### src/rtl/fetch_pkg.sv
// Shared fetch definitions: widths, HALT opcode, fetch FSM state encoding and
// the opcode-field helper. Also imported by the decoder.
package fetch_pkg;

    localparam int unsigned PC_W    = 8;   // program counter / imem address width
    localparam int unsigned INSTR_W = 16;  // instruction width
    localparam int unsigned OPC_W   = 4;   // opcode field width (top bits of instr)
    localparam int unsigned CNT_W   = 16;  // issued-instruction counter width

    localparam logic [OPC_W-1:0] HALT_OPC = 4'hF;

    typedef enum logic [2:0] {
        IDLE   = 3'd0,
        REQ    = 3'd1,
        WAIT   = 3'd2,
        ISSUE  = 3'd3,
        HALTED = 3'd4
    } fetch_state_t;

    // Opcode lives in the most significant OPC_W bits of an instruction.
    function automatic logic [OPC_W-1:0] get_opcode(input logic [INSTR_W-1:0] instr);
        return instr[INSTR_W-1 -: OPC_W];
    endfunction

endpackage

### src/rtl/fetch_sequencer.sv
// Instruction fetch sequencer for the better_processor core.
// Owns the PC, reads a synchronous (1-cycle latency) instruction memory and
// offers each fetched instruction to decode over a valid/ready handshake.
// Branch redirects from execute squash the in-flight fetch; a HALT opcode
// stops fetch until the next start pulse.
//
// Ports:
//   clk            clock, rising edge
//   reset          synchronous active-high reset
//   start          1-cycle pulse, begin fetch at PC 0 (IDLE/HALTED only)
//   imem_en        memory read enable (REQ state)
//   imem_addr      memory read address (PC in REQ, else 0)
//   imem_rdata     memory read data, valid the cycle after imem_en
//   instr_out      instruction offered to decode
//   instr_pc       address of instr_out
//   instr_valid    instr_out valid (suppressed in a branch cycle)
//   instr_ready    decode accepts instr_out
//   branch_taken   redirect request from execute
//   branch_target  redirect address
//   busy           high in REQ, WAIT or ISSUE
//   halted         high in HALTED
//   issue_count    saturating count of handshakes since start/reset
module fetch_sequencer
    import fetch_pkg::*;
(
    input  logic               clk,
    input  logic               reset,
    input  logic               start,
    output logic               imem_en,
    output logic [PC_W-1:0]    imem_addr,
    input  logic [INSTR_W-1:0] imem_rdata,
    output logic [INSTR_W-1:0] instr_out,
    output logic [PC_W-1:0]    instr_pc,
    output logic               instr_valid,
    input  logic               instr_ready,
    input  logic               branch_taken,
    input  logic [PC_W-1:0]    branch_target,
    output logic               busy,
    output logic               halted,
    output logic [CNT_W-1:0]   issue_count
);

    fetch_state_t    state;
    fetch_state_t    state_nxt;
    logic [PC_W-1:0] pc;

    logic restart_c;   // start accepted this cycle
    logic redirect_c;  // branch accepted this cycle
    logic transfer_c;  // handshake completes this cycle
    logic is_halt_c;   // offered instruction is HALT

    // Status decodes of the state register.
    assign busy        = (state == REQ) || (state == WAIT) || (state == ISSUE);
    assign halted      = (state == HALTED);
    assign restart_c   = start && ((state == IDLE) || (state == HALTED));
    assign redirect_c  = branch_taken && busy;

    // Memory request; address forced to 0 outside REQ so idle outputs are quiet.
    assign imem_en     = (state == REQ);
    assign imem_addr   = imem_en ? pc : '0;

    // A branch in ISSUE withdraws the offer so no transfer can slip through.
    assign instr_valid = (state == ISSUE) && !branch_taken;
    assign transfer_c  = instr_valid && instr_ready;
    assign is_halt_c   = (get_opcode(instr_out) == HALT_OPC);

    // State register.
    always_ff @(posedge clk) begin
        if (reset) begin
            state <= IDLE;
        end else begin
            state <= state_nxt;
        end
    end

    // Next-state logic; a redirect overrides every busy-state transition.
    always_comb begin
        state_nxt = state;
        case (state)
            IDLE:    if (restart_c) state_nxt = REQ;
            REQ:     state_nxt = WAIT;
            WAIT:    state_nxt = ISSUE;
            ISSUE:   if (transfer_c) state_nxt = is_halt_c ? HALTED : REQ;
            HALTED:  if (restart_c) state_nxt = REQ;
            default: state_nxt = IDLE;
        endcase
        if (redirect_c) begin
            state_nxt = REQ;
        end
    end

    // PC, captured instruction and issue counter.
    always_ff @(posedge clk) begin
        if (reset) begin
            pc          <= '0;
            instr_out   <= '0;
            instr_pc    <= '0;
            issue_count <= '0;
        end else begin
            if (restart_c) begin
                pc          <= '0;
                issue_count <= '0;
            end else if (redirect_c) begin
                // Squash: WAIT data is dropped and pc is not advanced.
                pc <= branch_target;
            end else if (state == WAIT) begin
                instr_out <= imem_rdata;
                instr_pc  <= pc;
                pc        <= pc + PC_W'(1);
            end

            if (transfer_c && (issue_count != {CNT_W{1'b1}})) begin
                issue_count <= issue_count + CNT_W'(1);
            end
        end
    end

endmodule

### config.mk
export PLATFORM = sky130hd
export DESIGN_NAME = fetch_sequencer
export DESIGN_NICKNAME = d
export VERILOG_FILES = /design/src/rtl/fetch_pkg.sv /design/src/rtl/fetch_sequencer.sv
export SDC_FILE = /design/constraint.sdc
export NUM_CORES = 1
export LEC_CHECK = 0
export CORE_AREA = 2 2 73 144
export CTS_CLUSTER_DIAMETER = 100
export CTS_CLUSTER_SIZE = 30
export DETAILED_ROUTE_END_ITERATION = 16
export DIE_AREA = 0 0 75 146
export GPL_ROUTABILITY_DRIVEN = 0
export GPL_TIMING_DRIVEN = 0
export PLACE_DENSITY = 0.54
export SLEW_MARGIN = 15
export SYNTH_ARGS = -nofsm -noshare
export SYNTH_HDL_FRONTEND = slang
export SYNTH_SLANG_ARGS = --single-unit
### constraint.sdc
create_clock -name clk -period 3.6 [get_ports clk]
set_input_delay 0.36 -clock clk [delete_from_list [all_inputs] [get_ports clk]]
set_output_delay 0.36 -clock clk [all_outputs]
set_load 0.02 [all_outputs]
==> Yosys cells after proc, flatten, opt, wreduce, memory -nomap -nowiden <==
Index checks and enable logic that the tools add are counted.
{ "totals": {"register_bits": 51, "latch_bits": 0, "mem_bits_rw": 0, "mem_bits_ro": 0, "input_bits": 29, "output_inout_bits": 52, "memories": 0} }
{ "op_classes": {"n_addsub": 2, "n_mul": 0, "div_mod_pow": 0, "n_lt_le_gt_ge": 0, "eq_ne": 10, "n_shift": 0, "mux": 10, "n_bitwise": 2, "reduce_logical": 18} }
{ "ops": {"columns": ["cell", "count"], "rows": [
  ["16-bit two-way mux", 2],
  ["8-bit two-way mux", 3],
  ["16-bit by 1-bit adder with 16-bit output, second input constant", 1],
  ["16-bit != test, second input constant", 1],
  ["3-bit case mux with 4 select lines", 1],
  ["3-bit two-way mux", 3],
  ["8-bit by 1-bit adder with 8-bit output, second input constant", 1],
  ["3-bit by 2-bit equality test with 1-bit output, second input constant", 2],
  ["2-bit OR reduction", 3],
  ["1-bit logical AND", 5],
  ["4-bit equality test, second input constant", 1],
  ["2-bit AND reduction", 2],
  ["2-bit nonzero test", 2],
  ["3-bit by 1-bit equality test with 1-bit output, second input constant", 1],
  ["3-bit equality test, second input constant", 1],
  ["3-bit logical NOT", 1],
  ["1-bit logical OR", 3],
  ["3-bit by 1-bit != test with 1-bit output, second input constant", 1],
  ["3-bit != test, second input constant", 1],
  ["3-bit AND reduction", 1],
  ["2-bit by 1-bit != test with 1-bit output, second input constant", 1],
  ["2-bit != test, second input constant", 1],
  ["1-bit NOT", 2],
  ["1-bit logical NOT", 1],
  ["1-bit two-way mux", 1]
]} }

==> Longest topological paths before layout <==
{ "logic_depth": {"depth_word": 6, "depth_mapped": 7, "ltp_nobuf": 5} }

==> Least setup slack after synthesis <==
No wires, ideal clock.
{ "synth_path": {"path_kind": "reg-to-output", "startpoint": "register state[0]", "endpoint": "output imem_addr[0]", "t_arrival_ns": 1.613, "required_ns": 3.240, "path_slack_ns": 1.627, "path_stages_with_launch": 4, "n_path_buf": 1, "cell_sequence": "dfxtp_1 > buf_2 > nor3b_1 > and2_1"} }
{ "synth_via": {"elab_chain_len": 2} }
{ "synth_rtl": {"columns": ["item", "line", "text"], "rows": [
  ["from (decl)", "fetch_sequencer.sv:43", "fetch_state_t state;"],
  ["from (signal assigned)", "fetch_sequencer.sv:72", "state <= state_nxt;"],
  ["3-bit by 1-bit equality test with 1-bit output", "fetch_sequencer.sv:59", "assign imem_en = (state == REQ);"],
  ["named net imem_en", "fetch_sequencer.sv:29", "output logic imem_en,"],
  ["8-bit two-way mux", "fetch_sequencer.sv:60", "assign imem_addr = imem_en ? pc : '0;"],
  ["to (decl)", "fetch_sequencer.sv:30", "output logic [PC_W-1:0] imem_addr,"]
]} }
The timed path passes the listed nets, and every way through them passes these cells.

==> Worst setup path in the final report <==
{ "layout_path": {"startpoint": "register state[0]", "endpoint": "output imem_addr[4]"} }
{ "layout_via": {"elab_chain_len": 2} }
{ "layout_rtl": {"columns": ["item", "line"], "rows": [
  ["3-bit by 1-bit equality test with 1-bit output", "fetch_sequencer.sv:59"],
  ["8-bit two-way mux", "fetch_sequencer.sv:60"]
]} }
Every way passes these cells.

==> out/metrics.cfg <==
[synth]
synth_area_leaders = dfxtp_1 42%, nand2_1 9.2%, a21oi_1 6.8%, nand3_1 3.3%, and2_1 2.6%
synth_top_cell_area_share_pct = 42.3
synth.yosys.warnings = 0
synthesis.nets = 317
ys_types = 50
synthCells = 286
synth_top_area_cell = dfxtp_1
ys_seq_elements = 51
synthFlopType = dfxtp_1
synth-edff-count = 0
netlist_area_um2 = 2410
synth_seq_area_share_pct = 42.3
async_flop_share_pct = 0
syn-mean-instance-area_um2 = 8.44

[timing]
slew_viol_final = 0
hold_viol = 0
rsz0062_at_grt = false
fin_crit_ns = 2.71
tightest_slew_ns = 0.808
max_freq_mhz = 369
slew_headroom_pct = 46.0
finalSetupViolCount = 0
setup_ws_ns = 0.891
skew_ns = 0.0132
setup_tns_ns = 0
period_share_pct = 75.2

[power]
pwr-share-clk_pct = 44.3
fin_total_pwr_mw = 1.26
p_per_area_nw_per_um2 = 354
leakagePower_nw = 1.20
power.switching_mw = 0.294
swShare_pct = 23.4
comb_power_share_pct = 9.1
ir_worst_vdd_mv = 0.220
intPower_mw = 0.961
power_frac_seq_pct = 46.6

[worst_setup_path]
required_ns = 3.24
worstSetupPathType = reg2out
crit_fanout = 9
endpoint_kind = primary output
cp-start-kind = flop
r2r-end = issue_count[13]$_SDFFE_PP0P_
crit_arrival_ns = 2.35
reg2reg_from = issue_count[0]$_SDFFE_PP0P_
worstRegToRegCells = 6
ff2ff_setup_slack_ns = 1.48
endpoint = imem_addr[4]
crit_path_start = state[0]$_SDFFE_PP0P_

[finish]
syn_to_final_growth_pct = 47.1
fin_nets = 404
diodes = 0
fillCellCount = 1030
stdcell_area_um2 = 3550
stdcell_count = 506
seq_area_um2 = 1020
final_layout_size_suffix_gt1_share_pct = 7.22
mostFrequentLayoutCells = 80 x clkdlybuf4s50_1, 59 x nand2_1, 51 x dfxtp_1
final_common_cell = clkdlybuf4s50_1
multi_input_area_um2 = 1300

[routing]
viasPerCell = 4.76
drt-total-wl_mm = 7.16
wl_per_cell_um = 14.1
dr.pass1.iters = 4
ant_nets = 0
dr_total_vias = 2408
drt_iter0_drc = 67
drc = 0

[placement]
placed_cell_area_um2 = 3380
place_hpwl_mm = 5.48
post-place-ws_ns = 1.21
portBuffers = 80
place_inst = 498

[clock_network]
cts.sinks = 51
cts_tree = done
cts.htree.levels = 2
clock_latency_ns = 0.30
clk_pin_slew_ns = 0.08
cts.repair.resized = 0
clockBufferDepth = 2
cts-root-buf = clkbuf_16
ctsHoldBuffers = 0
cts_setup_buffers = 0
cts-buffers-inserted = 5

[grt]
antenna_found_initial = 0
grt_start_max_net_pins = 18
grt_pass1_wl_mm = 11.2
busiest_layer = met2
grt_pass1_vias = 2315
track_usage_pct = 13.2
grt_overflow = 0
use_met2_pct = 24.2
gr-usage-met3_pct = 2.56
use_met1_pct = 13.5

[floorplanning]
io_pins = 81
fp.dieW_um = 75
rows = 51
core_area_um2 = 9760
initial_utilization_pct = 24.7
die_area_um2 = 11000
die_y_um = 146

[hold_path]
holdPathStages = 2
hp-class = reg2reg

[outcome]
status = finished, final reports clean

[flow_run]
cap_violations = 0

[worst max-delay path, stage by stage, from the launching register on]
cell,delay [ns]
dfxtp_1,0.31
buf_2,0.19
nor3b_1,0.69
and2_1,0.25
clkdlybuf4s50_1,0.61
[worst min-delay path by stage]
stage / from / end / slack, ns
after floorplan: branch_taken / state[1]$_SDFFE_PP0P_ / 0.44
after global placement: instr_out[5]$_SDFFE_PP0P_ / instr_out[5]$_SDFFE_PP0P_ / 0.44
after detailed placement: instr_pc[1]$_SDFFE_PP0P_ / instr_pc[1]$_SDFFE_PP0P_ / 0.45
after CTS: instr_pc[1]$_SDFFE_PP0P_ / instr_pc[1]$_SDFFE_PP0P_ / 0.46
after global routing: instr_out[6]$_SDFFE_PP0P_ / instr_out[6]$_SDFFE_PP0P_ / 0.48
final: instr_out[5]$_SDFFE_PP0P_ / instr_out[5]$_SDFFE_PP0P_ / 0.45
[kinds of logic (layout without fill, tap and decap cells)]
| logic type | Yosys count | count (layout) | share of synthesized area, % |
|---|---|---|---|
| simple gates | 131 | 131 | 28.9 |
| mux | 2 | 2 | 0.829 |
| buf+inv | 19 | 107 | 3.78 |
| compound gates | 71 | 71 | 19.5 |
| flops | 51 | 51 | 42.3 |
| fa+ha+maj | 2 | 2 | 1.04 |
| xor+xnor | 10 | 10 | 3.63 |
[sequential cells by signal, indices dropped and copies added, names as in the netlist]
| register | cells |
|---|---|
| instr_out | 16 |
| instr_pc | 8 |
| issue_count | 16 |
| state | 3 |
| pc | 8 |
[cells in the mapped netlist, types with 4 or more instances]
| library cell | n |
|---|---|
| buf_2 | 7 |
| o211ai_1 | 4 |
| a31oi_1 | 5 |
| a22o_1 | 4 |
| nor2_1 | 5 |
| xnor2_1 | 5 |
| dfxtp_1 | 51 |
| and3_1 | 6 |
| nand2_1 | 59 |
| and4_1 | 5 |
| nor3_1 | 5 |
| xor2_1 | 5 |
| inv_1 | 4 |
| nand3_1 | 16 |
| and2_1 | 10 |
| o21ai_0 | 6 |
| nand4_1 | 6 |
| clkbuf_1 | 6 |
| a21oi_1 | 33 |
[layer usage]
metal  wire length [µm]  vias to the layer above
li1                   -                     1212
met1               2730                     1108
met2               3910                       75
met3                294                       13
met4                216                        0
met5                  0                        -
[power groups by stage]
| stage | logic, mW | registers [mW] | clock network [mW] |
|---|---|---|---|
| finish | 0.115 | 0.585 | 0.556 |
| global route | 0.125 | 0.586 | 0.594 |
| CTS | 0.116 | 0.584 | 0.575 |
| detailed placement | 0.115 | 0.598 | 0 |
| global placement | 0.115 | 0.597 | 0 |
| floorplan | 0.0509 | 0.597 | 0 |
[per-stage QoR]
| step | util [%] | hold slack (ns) |
|---|---|---|
| 6_report | 36.4 | 0.454 |
| 5_1_grt | 36.4 | 0.479 |
| 4_1_cts | 36.4 | 0.457 |
| 3_5_place_dp | 34.6 | 0.446 |
| 3_3_place_gp | 34.6 | 0.443 |
| 2_1_floorplan | - | 0.437 |
[cell type report]
class                           count  area share (%)
Multi-Input combinational cell    216            36.6
Tap cell                          132            4.65
Clock inverter                      3            1.30
Clock buffer                        5            3.52
Buffer                             15            2.15
Timing Repair Buffer               80            22.6
Inverter                            4           0.423
Sequential cell                    51            28.8
(Power assumes the default switching activity.)
